<file path="config.mk">
export PLATFORM = sky130hd
export DESIGN_NAME = if_fetch_unit
export DESIGN_NICKNAME = d
export VERILOG_FILES = /design/src/rtl/if_fetch_unit.sv
export SDC_FILE = /design/constraint.sdc
export NUM_CORES = 1
export LEC_CHECK = 0
export BUFFER_PORTS_ARGS = -buffer_cell sky130_fd_sc_hd__buf_4
export CORE_UTILIZATION = 55
export CTS_BUF_LIST = sky130_fd_sc_hd__clkbuf_4
export CTS_CLUSTER_DIAMETER = 40
export DETAILED_ROUTE_END_ITERATION = 8
export GPL_TIMING_DRIVEN = 0
export PLACE_DENSITY = 0.88
export SLEW_MARGIN = 20
export SYNTH_ARGS = -nofsm -noshare
export SYNTH_HDL_FRONTEND = slang
export SYNTH_SLANG_ARGS = --single-unit
</file>
<file path="constraint.sdc">
create_clock -name clk -period 8.6 [get_ports clk]
set_clock_uncertainty 0.05 [all_clocks]
set_input_delay 0 -clock clk [delete_from_list [all_inputs] [get_ports clk]]
set_output_delay 0 -clock clk [all_outputs]
set_load 0.02 [all_outputs]
</file>
<file path="src/rtl/if_fetch_unit.sv">
// Instruction-fetch front end: owns the PC, reads the instruction ROM and queues
// fetched words for decode, with redirect flushes and a misaligned-target fault marker.
module if_fetch_unit #(
    parameter logic [31:0] RESET_PC   = 32'h0000_0000,
    parameter int          FIFO_DEPTH = 2
) (
    input  logic        clk,
    input  logic        rst,
    output logic        rom_en,
    output logic [31:0] rom_addr,
    input  logic [31:0] rom_inst_i,
    input  logic        redirect_i,
    input  logic [31:0] redirect_pc_i,
    input  logic        id_ready_i,
    output logic        if_valid_o,
    output logic [31:0] if_inst_o,
    output logic [31:0] if_pc_o,
    output logic        if_misalign_o
);

    localparam int PW = $clog2(FIFO_DEPTH);
    localparam int CW = $clog2(FIFO_DEPTH + 1);
    localparam logic [CW-1:0] DEPTH_C = CW'(FIFO_DEPTH);
    localparam logic [31:0]   NOP_INST = 32'h0000_0013;

    typedef enum logic [1:0] {RUN, MISAL, HALT} state_t;

    typedef struct packed {
        logic [31:0] inst;
        logic [31:0] pc;
        logic        misalign;
    } entry_t;

    entry_t          queue_q [FIFO_DEPTH];
    logic [PW-1:0]   wr_ptr_q, rd_ptr_q;
    logic [CW-1:0]   count_q, count_d;
    logic [31:0]     fetch_pc_q;
    state_t          state_q, state_d;

    entry_t head, entry_in;
    logic   pop, space, misal_push, push;

    always_comb begin
        // NOTE: every signal driven here gets a default first so no latch is inferred.
        head       = queue_q[rd_ptr_q];
        if_valid_o = ~rst & ~redirect_i & (count_q != '0);
        pop        = if_valid_o & id_ready_i;
        space      = (count_q < DEPTH_C) | pop;
        rom_en     = ~rst & ~redirect_i & space & (state_q == RUN);
        misal_push = ~rst & ~redirect_i & space & (state_q == MISAL);
        push       = rom_en | misal_push;
        rom_addr   = rst ? RESET_PC : fetch_pc_q;

        entry_in = misal_push ? '{inst: NOP_INST,   pc: fetch_pc_q, misalign: 1'b1}
                              : '{inst: rom_inst_i, pc: fetch_pc_q, misalign: 1'b0};

        if_inst_o     = if_valid_o ? head.inst     : 32'h0;
        if_pc_o       = if_valid_o ? head.pc       : 32'h0;
        if_misalign_o = if_valid_o ? head.misalign : 1'b0;

        count_d = count_q;
        case ({push, pop})
            2'b10:   count_d = count_q + 1'b1;
            2'b01:   count_d = count_q - 1'b1;
            default: count_d = count_q;
        endcase

        // Redirect outranks everything; a misaligned target parks the FSM after one marker.
        state_d = state_q;
        if (redirect_i)
            state_d = (redirect_pc_i[1:0] == 2'b00) ? RUN : MISAL;
        else if (misal_push)
            state_d = HALT;
    end

    always_ff @(posedge clk) begin
        // NOTE: non-blocking assignments for all registered state.
        if (rst) begin
            fetch_pc_q <= RESET_PC;
            count_q    <= '0;
            wr_ptr_q   <= '0;
            rd_ptr_q   <= '0;
            state_q    <= RUN;
        end else if (redirect_i) begin
            fetch_pc_q <= redirect_pc_i;
            count_q    <= '0;
            wr_ptr_q   <= '0;
            rd_ptr_q   <= '0;
            state_q    <= state_d;
        end else begin
            if (rom_en)
                fetch_pc_q <= fetch_pc_q + 32'd4;
            if (push)
                wr_ptr_q <= wr_ptr_q + 1'b1;
            if (pop)
                rd_ptr_q <= rd_ptr_q + 1'b1;
            count_q <= count_d;
            state_q <= state_d;
        end
    end

    // NOTE: queue storage is not reset; count_q gates every read of it.
    always_ff @(posedge clk) begin
        if (push)
            queue_q[wr_ptr_q] <= entry_in;
    end

endmodule
</file>
==> flow_summary_export.csv, run 1 <==
group,metric,value,unit
run_status,outcome,"finished, final reports clean",
clock_network,clock_path_buffers,2,
yosys,syn_inst,615,
yosys,synth_seq_cells,169,
yosys,syn_area,7396,sq um
sta,fmax,347.8,MHz
clock_network,root_buffer,"clkbuf_4",
global_route,grt_use_total,0.2738,
pwr,vdd_drop_max,0.1044,mV
yosys,ys_async_sr_fraction,0,
place,numPortBuffers,166,
worst_setup_path,cp_slowest_cell,"dlygate4sd3_1",
routing,drt_iter0_drc,490,
routing,num_vias,5762,
yosys,syn_avg_cell_area,12.03,sq um
die,dieArea,13910,sq um
job,cap_violations,0,
die,fp.coreArea,13190,sq um
worst_setup_path,cp_top_family,"buffers and inverters",
worst_setup_path,max_stage_delay,570,ps
clock_network,cts_tree,"done",
sta,worstMarginPinSlew,756.4,ps
clock_network,cts.repair.resized,0,
worst_setup_path,r2r_start,"fetch_pc_q[3]",
worst_setup_path,reg2reg_depth,7,
sta,period_needed,2875,ps
worst_hold_path,hold_start,"redirect_pc_i[17]",
yosys,ys_top_cells_by_count,"130 x edfxtp_1, 103 x nor2_1, 70 x mux2i_1",
global_route,grt_max_degree,34,
sta,fin_crit_sh,0.3343,
worst_setup_path,critPathLaunchType,"register",
yosys,ys_top_cells_by_area,"edfxtp_1 53%, dfxtp_1 11%, mux2i_1 9.5%, nor2_1 5.2%, and2_1 3.0%",
routing,first_pass_iters,5,
pwr,powerDensity,164.8,nW/um^2
sta,finalSetupViolCount,0,
layout,drive_gt1_frac,0.2350,
yosys,synth_most_common_cell,"edfxtp_1",
worst_hold_path,hold-path-endpoint,"fetch_pc_q[17]",
clock_network,worstSkewPairLatency,550,ps
routing,avgViaCountPerCell,5.431,
clock_network,cts_sinks,169,
worst_setup_path,r2r_slack,5720,ps
die,start_util,0.5607,
yosys,synth-edff-count,130,
yosys,synth.distinct_cells,43,
die,fp.dieW,118.0,um
sta,tns,0,ps
yosys,synth_flop_cell,"edfxtp_1",
global_route,grt_overflow,0,
yosys,yosysTopAreaCellShare,0.5278,
layout,diodes,0,
sta,slew_headroom,0.4958,
place,dp_hpwl,12110,um
layout,layout.nets,942,
die,io_pins,167,
worst_setup_path,crit_path_max_fanout,10,
routing,wl,18470,um
worst_setup_path,path_cells,"nand3_1, nor4_1, clkbuf_1, nand4_1, mux2i_1, o21ai_0, dlygate4sd3_1",
global_route,grt_pass1_wl,29210,um
clock_network,cts_setup_buffers,0,
yosys,syn-num-nets,685,
clock_network,h-tree-depth,4,
yosys,yosys_warnings,0,
sta,hold_viol_final,0,
worst_setup_path,rr_endpoint,"fetch_pc_q[31]",
worst_setup_path,path_buf_inv,2,
worst_setup_path,critPathCaptureType,"register",
worst_hold_path,whs_path_depth,4,
die,die_h,118.0,um
global_route,antenna_found_initial,0,
place,gp_congestion,0.8642,
routing,detail_route.wl_per_cell,17.41,um
worst_setup_path,cp.required,9000,ps
global_route,first_global_vias,5752,
die,rows,42,
clock_network,cts_buffers,17,
routing,ant_nets,0,
sta,rsz0062_at_grt,"no",
routing,drc,0,
pwr,leakagePower,3.696,nW
yosys,synth.largest_area_cell,"edfxtp_1",
worst_setup_path,arrival,3280,ps
layout,syn_to_final_growth,34.90,%
sta,drv_slew,0,
worst_hold_path,hp-class,"in -> reg",
clock_network,clkTransAtPathRegs,120,ps
pwr,power,1.644,mW
yosys,synth_seq_area_share,0.6334,
worst_setup_path,crit_type,"reg -> reg",
sta,whs,215.2,ps
==> worst max path at each step <==
stage	start	endpoint	slack [ps]	cells past startpoint
final	fetch_pc_q[3]	fetch_pc_q[31]	5720	7
after global routing	fetch_pc_q[3]	fetch_pc_q[31]	5550	7
after CTS	fetch_pc_q[2]	fetch_pc_q[31]	5810	7
after detailed placement	rst	queue_q[0][46]	6220	7
after global placement	rst	queue_q[0][47]	2950	6
after floorplan	count_q[1]	queue_q[0][0]	4480	4
==> sequential cells by signal, summed over array words and instances (netlist names), named ones only <==
signal / flops
queue_q: 130
fetch_pc_q: 32
wr_ptr_q: 1
count_q: 2
state_q: 2
rd_ptr_q: 1
==> tightest hold or removal path: stages <==
cell	delay, ps
dlygate4sd3_1	530
buf_4	130
nor2_1	80
a211oi_1	50
==> power breakdown <==
group	total (mW)	internal, mW	leakage [nW]	switching (mW)
clock network	0.533	0.278	0.184	0.255
logic	0.171	0.0868	1.99	0.0842
registers	0.940	0.914	1.52	0.0263
==> per-layer routing <==
| layer | track usage | vias up | part of all wire |
|---|---|---|---|
| met1 | 0.3442 | 2736 | 0.41 |
| met4 | 0.1090 | 0 | 0.023 |
| li1 | - | 2729 | - |
| met2 | 0.4618 | 261 | 0.50 |
| met5 | 0 | - | 0 |
| met3 | 0.05814 | 36 | 0.065 |
==> final cells by class <==
type                       count  area (sq um)
multi-input combinational    396          2522
tap                          176         220.2
sequential                   169          4684
fill                         887          3213
clock inverter                 9         173.9
timing repair buffer         238          2004
clock buffer                  23         172.7
inverter                      11         41.29
buffer                        39         157.7
==> placed cells by master (no fill, tap or decap), types with 7 or more instances in the layout <==
cell           synthesis  routed
clkbuf_1              28      28
nor2b_1               29      29
nor4_1                 7       7
nor3_1                 8       8
and3_1                11      11
nand2_1               15      15
a21oi_1               12      12
nand4_1               13      13
dlygate4sd3_1          0      69
xnor2_1               11      11
dfxtp_1               39      39
inv_1                 11      11
a211oi_1              13      13
and2_1                35      34
mux2i_1               70      70
nand3_1               16      16
edfxtp_1             130     130
buf_1                  7       7
buf_4                  0     166
xor2_1                10      10
nor2_1               103     102
o21ai_0                8       8
clkbuf_4               0      23
==> through the flow <==
| stage | area, sq um | setup WS (ps) | instances | util |
|---|---|---|---|---|
| 2_1_floorplan | 7396 | 4481 | 615 | - |
| 3_3_place_gp | 8862 | 2954 | 957 | 0.6719 |
| 3_5_place_dp | 8940 | 6224 | 960 | 0.6778 |
| 4_1_cts | 9977 | 5808 | 1061 | 0.7564 |
| 5_1_grt | 9977 | 5550 | 1061 | 0.7564 |
| 6_report | 9977 | 5725 | 1061 | 0.7564 |
==> what timing repair did <==
action,4_1_cts,5_1_grt
hold buffers,69,0
endpoints found under the setup margin,0,0
endpoints found under the hold margin,103,0
==> cells by family after synthesis <==
family	synth area share
simple gates	0.1693
flops	0.6334
mux	0.09626
compound gates	0.04585
buf+inv	0.02690
xor+xnor	0.02487
fa+ha+maj	0.003383
(Power assumes the default switching activity.)
==> run 2: changes to the inputs <==
--- a/config.mk
+++ b/config.mk
@@ -6,12 +6,12 @@
 export NUM_CORES = 1
 export LEC_CHECK = 0
 export BUFFER_PORTS_ARGS = -buffer_cell sky130_fd_sc_hd__buf_4
-export CORE_UTILIZATION = 55
+export CORE_UTILIZATION = 51
 export CTS_BUF_LIST = sky130_fd_sc_hd__clkbuf_4
 export CTS_CLUSTER_DIAMETER = 40
 export DETAILED_ROUTE_END_ITERATION = 8
 export GPL_TIMING_DRIVEN = 0
-export PLACE_DENSITY = 0.88
+export PLACE_DENSITY = 0.86
 export SLEW_MARGIN = 20
 export SYNTH_ARGS = -nofsm -noshare
 export SYNTH_HDL_FRONTEND = slang
==> constraint.sdc (replaced) <==
create_clock -name clk -period 2.4 [get_ports clk]
set_clock_uncertainty 0.05 [all_clocks]
set_input_delay 0 -clock clk [delete_from_list [all_inputs] [get_ports clk]]
set_output_delay 0 -clock clk [all_outputs]
set_load 0.02 [all_outputs]
==> flow_summary_export.csv, run 2 (synthesis results as in run 1) <==
group,metric,value,unit
sta,slew_headroom,0.4945,
global_route,grt_max_degree,43,
routing,num_vias,5784,
layout,fin_cells,1067,
global_route,antenna_found_initial,0,
worst_setup_path,crit_path_frequent_cell,"dlygate4sd3_1",
worst_setup_path,critPathCaptureType,"register",
sta,hold_viol_final,0,
clock_network,root_buffer,"clkbuf_4",
global_route,grt_use_total,0.2470,
place,dp_slack,52.07,ps
worst_hold_path,hp-class,"in -> reg",
worst_setup_path,cp_top_family,"buffers and inverters",
worst_setup_path,crit_path_max_fanout,10,
sta,period_needed,2299,ps
layout,diodes,0,
clock_network,clock_path_buffers,2,
place,gp_congestion,0.9129,
run_status,outcome,"finished, final reports clean",
routing,first_pass_iters,4,
worst_setup_path,cp.required,2860,ps
worst_setup_path,arrival,2760,ps
layout,layout.nets,944,
pwr,vdd_drop_max,0.3190,mV
layout,register_area,4684,sq um
global_route,grt_overflow,0,
worst_setup_path,path_cells,"buf_4, dlygate4sd3_1, or2_1, buf_2, or4_4, inv_1, clkbuf_4, nor3_1, a2111oi_2, dlygate4sd3_1",
worst_setup_path,max_stage_delay,580,ps
layout,regMostFlops,"queue_q",
sta,fmax,435.0,MHz
pwr,leakagePower,3.752,nW
job,cap_violations,0,
worst_setup_path,r2r_start,"fetch_pc_q[2]",
clock_network,cts_tree,"done",
sta,worst_slack,101.0,ps
global_route,first_global_vias,5604,
worst_setup_path,path_buf_inv,6,
die,fp.dieW,122.4,um
place,dp_hpwl,12220,um
die,fp.coreArea,13990,sq um
worst_setup_path,cp_slowest_cell,"dlygate4sd3_1",
clock_network,cts_sinks,169,
worst_setup_path,crit_type,"in -> reg",
layout,layout_commonest_cell,"buf_4",
layout,reg.largest.list,"queue_q: 130 flops, fetch_pc_q: 32 flops",
layout,fillers,987,
layout,final_cell_mix,"167 x buf_4, 130 x edfxtp_1, 102 x nor2_1",
clock_network,clkTransAtPathRegs,140,ps
sta,drv_slew,0,
pwr,power,5.922,mW
layout,multi_input_area,2529,sq um
sta,fin_crit_sh,0.9579,
routing,drc,0,
routing,wl,18350,um
sta,finalSetupViolCount,0,
layout,syn_to_final_growth,35.73,%
die,die_h,122.4,um
sta,rsz0062_at_grt,"no",
worst_setup_path,crit_start,"redirect_i",
routing,avgViaCountPerCell,5.421,
layout,largest_reg_flops,130,
worst_hold_path,hold_start,"redirect_i",
routing,ant_nets,0,
worst_setup_path,critPathLaunchType,"primary input",
sta,worstMarginPinSlew,758.2,ps
routing,detail_route.wl_per_cell,17.19,um
clock_network,h-tree-depth,4,
pwr,powerDensity,589.9,nW/um^2
die,dieArea,14990,sq um
place,numPortBuffers,166,
routing,drt_iter0_drc,392,
layout,drive_gt1_frac,0.2537,
die,io_pins,167,
sta,whs,74.11,ps
die,start_util,0.5287,
global_route,grt_pass1_wl,27840,um
die,rows,43,
clock_network,cts_buffers,17,
place,dp_cells,964,
clock_network,worstSkewPairLatency,570,ps
run 2: power breakdown:
group | internal [mW] | total (mW) | switching, mW | leakage, nW
Combinational | 0.317 | 0.622 | 0.304 | 2.06
Clock | 0.968 | 1.93 | 0.965 | 0.179
Sequential | 3.27 | 3.37 | 0.0932 | 1.52
run 2: final timing paths:
path / end / slack, ps / depth (start not counted)
max reg2reg: fetch_pc_q[29] / 140 / 6
min: fetch_pc_q[30] / 70 / 5
max: fetch_pc_q[3] / 100 / 10
min reg2reg: queue_q[1][32] / 430 / 0
run 2: what timing repair did:
item                                    CTS  global route
setup buffers                             0             2
pin swaps                                 0             1
hold buffers                             69             0
resized for setup                         7            16
hold endpoints to repair                103             0
endpoints found under the setup margin   50            69
run 2: area by class of cell:
cell class                 count  share of cell area
inverter                      11            0.004113
clock buffer                  20             0.01496
timing repair buffer         240              0.2024
tap                          180             0.02244
buffer                        39             0.01770
clock inverter                12             0.01982
multi-input combinational    396              0.2519
sequential                   169              0.4667
run 2: layer usage:
metal / part of all wire / vias to the layer above / wire, um / GRT usage
li1: - / 2726 / - / -
met1: 0.41 / 2720 / 7597 / 0.3100
met2: 0.49 / 299 / 8943 / 0.4143
met3: 0.081 / 39 / 1477 / 0.06041
met4: 0.018 / 0 / 326 / 0.08994
met5: 0 / - / 0 / 0
run 2: worst min-delay path: cells and delay by family:
family                 cells  cell delay (ps)
AO/OA/AOI/OAI              2              210
AND/OR/NAND/NOR            1              120
buffers and inverters      2              340
run 2: metrics by stage:
stage | TNS (ps) | cell area [sq um] | utilization
after global placement | -51040 | 8876 | 0.6345
after detailed placement | 0 | 8945 | 0.6394
final | 0 | 10040 | 0.7176
after global routing | 0 | 10040 | 0.7176
after floorplan | 0 | 7405 | -
after CTS | 0 | 9993 | 0.7144
==> run 3: changes to the inputs <==
--- a/config.mk
+++ b/config.mk
@@ -6,6 +6,7 @@
 export NUM_CORES = 1
 export LEC_CHECK = 0
 export BUFFER_PORTS_ARGS = -buffer_cell sky130_fd_sc_hd__buf_4
+export CORE_MARGIN = 2
 export CORE_UTILIZATION = 51
 export CTS_BUF_LIST = sky130_fd_sc_hd__clkbuf_4
 export CTS_CLUSTER_DIAMETER = 40
==> flow_summary_export.csv, run 3 (synthesis results as in run 1) <==
group,metric,value,unit
run_status,outcome,"finished, final reports clean",
global_route,use_met2,0.4102,
place,dp_slack,-108.0,ps
worst_hold_path,hp-class,"in -> reg",
job,cap_violations,0,
place,numPortBuffers,166,
sta,fin_crit_sh,0.9775,
worst_setup_path,path_cells,"dlygate4sd3_1, buf_4, or2_1, buf_2, nor3_1, inv_1, nor2_4, buf_12, buf_16",
global_route,met3_usage,0.04639,
sta,fmax,426.3,MHz
worst_hold_path,whs_path_depth,4,
routing,detail_route.wl_per_cell,17.09,um
clock_network,cts_buffers,17,
worst_setup_path,cp.required,2590,ps
layout,diodes,0,
clock_network,cts_tree,"done",
global_route,grt-busiest-layer,"met2",
routing,drc,0,
worst_setup_path,rr_endpoint,"queue_q[0][40]",
sta,worstMarginPinSlew,755.0,ps
routing,wl,18280,um
global_route,grt_max_degree,47,
routing,avgViaCountPerCell,5.383,
layout,largest_reg_flops,130,
clock_network,h-tree-depth,4,
die,dieArea,15480,sq um
sta,hold_viol_final,0,
sta,tns,0,ps
sta,worst_slack,54.07,ps
die,start_util,0.5147,
worst_setup_path,reg2reg_depth,6,
worst_setup_path,r2r_start,"count_q[1]",
global_route,grt_use_total,0.2357,
worst_setup_path,arrival,2540,ps
worst_setup_path,cp_slowest_cell,"dlygate4sd3_1",
layout,final_cell_mix,"166 x buf_4, 130 x edfxtp_1, 102 x nor2_1",
pwr,powerDensity,572.0,nW/um^2
layout,layout_commonest_cell,"buf_4",
die,fp.dieW,124.4,um
pwr,power,5.719,mW
layout,layout.nets,943,
routing,drt_iter0_drc,479,
worst_setup_path,max_stage_delay,550,ps
worst_hold_path,hold_start,"redirect_pc_i[0]",
die,io_pins,167,
worst_setup_path,path_buf_inv,6,
sta,finalSetupViolCount,0,
sta,period_needed,2346,ps
worst_setup_path,critPathCaptureType,"register",
clock_network,worstSkewPairLatency,550,ps
die,die_h,124.4,um
worst_setup_path,crit_path_max_fanout,24,
die,rows,44,
routing,num_vias,5760,
place,dp_hpwl,12200,um
sta,slew_headroom,0.4967,
layout,reg.largest.list,"queue_q: 130 flops, fetch_pc_q: 32 flops",
global_route,grt_use_met1,0.2958,
worst_setup_path,crit_type,"in -> reg",
global_route,antenna_found_initial,0,
clock_network,cts_setup_buffers,0,
worst_hold_path,hold-path-endpoint,"fetch_pc_q[0]",
pwr,vdd_drop_max,0.3114,mV
place,gp_congestion,0.9205,
layout,regMostFlops,"queue_q",
clock_network,cts_sinks,169,
worst_setup_path,cp_top_family,"buffers and inverters",
layout,syn_to_final_growth,35.17,%
worst_setup_path,critPathLaunchType,"primary input",
die,fp.coreArea,14370,sq um
layout,drive_gt1_frac,0.2551,
clock_network,clkTransAtPathRegs,140,ps
worst_setup_path,r2r_slack,110,ps
routing,ant_nets,0,
sta,rsz0062_at_grt,"yes",
global_route,grt_overflow,0,
sta,drv_slew,0,
clock_network,clock_path_buffers,2,
routing,first_pass_iters,5,
pwr,leakagePower,3.713,nW
clock_network,root_buffer,"clkbuf_4",
global_route,first_global_vias,5551,
global_route,grt_pass1_wl,28670,um
[run 3: cell types whose count changed in the layout (fill, tap and decap cells not counted), sizes merged]
cell,delta
clkbuf,-3
bufinv,-2
clkinvlp,+2
inv,+2
clkinv,-1
nor2,+1
[run 3: power breakdown]
part           switching [mW]  internal, mW  total (mW)  leakage (nW)
clock                   0.980         0.756        1.74         0.154
sequential             0.0929          3.27        3.37          1.52
combinational           0.302         0.314       0.616          2.04
total                    1.38          4.34        5.72          3.71
[run 3: layout make-up]
type                    count  area, sq um
flip-flops and latches    169         4684
fillers                  1014         4372
multi-input cells         397         2541
repair buffers            238         2012
well taps                 184        230.2
plain buffers              39        177.7
clock inverters            13        167.7
clock buffers              19        142.6
inverters                  11        41.29
[run 3: worst reg2reg max path, cell delays in order, from the launching register on]
cell     delay (ps)
dfxtp_1         350
nor2b_1         160
nor3_1          350
inv_1           250
nor2_4          370
buf_12          240
buf_16          200
[run 3: worst max path at each step]
stage / start / endpoint / slack (ps) / cells past startpoint
global route: redirect_i / queue_q[0][33] / -60 / 9
global placement: rst / queue_q[0][10] / -590 / 6
CTS: redirect_i / if_pc_o[23] / 9 / 9
floorplan: count_q[1] / queue_q[0][0] / 70 / 4
finish: redirect_i / queue_q[0][40] / 50 / 9
detailed placement: rst / queue_q[0][53] / -110 / 8
[run 3: timing repair]
item | in CTS | in global routing
cloned | 1 | 0
gates resized for setup | 11 | 11
endpoints found under the hold margin | 103 | 0
endpoints found under the setup margin | 74 | 83
hold buffers | 69 | 0
pin swaps | 1 | 1
[run 3: layer usage]
layer / share of wire / routed length [um]
met1: 0.40 / 7352
met2: 0.51 / 9365
met3: 0.067 / 1233
met4: 0.018 / 331
met5: 0 / 0
[run 3: metrics by stage]
step,instances,hold slack [ps],area (sq um),util
after detailed placement,968,201.9,8957,0.6234
after global placement,965,197.6,8881,0.6181
final,1070,190.2,9997,0.6958
after CTS,1070,149.5,9978,0.6944
after floorplan,615,94.60,7405,-
after global routing,1070,185.0,9997,0.6958
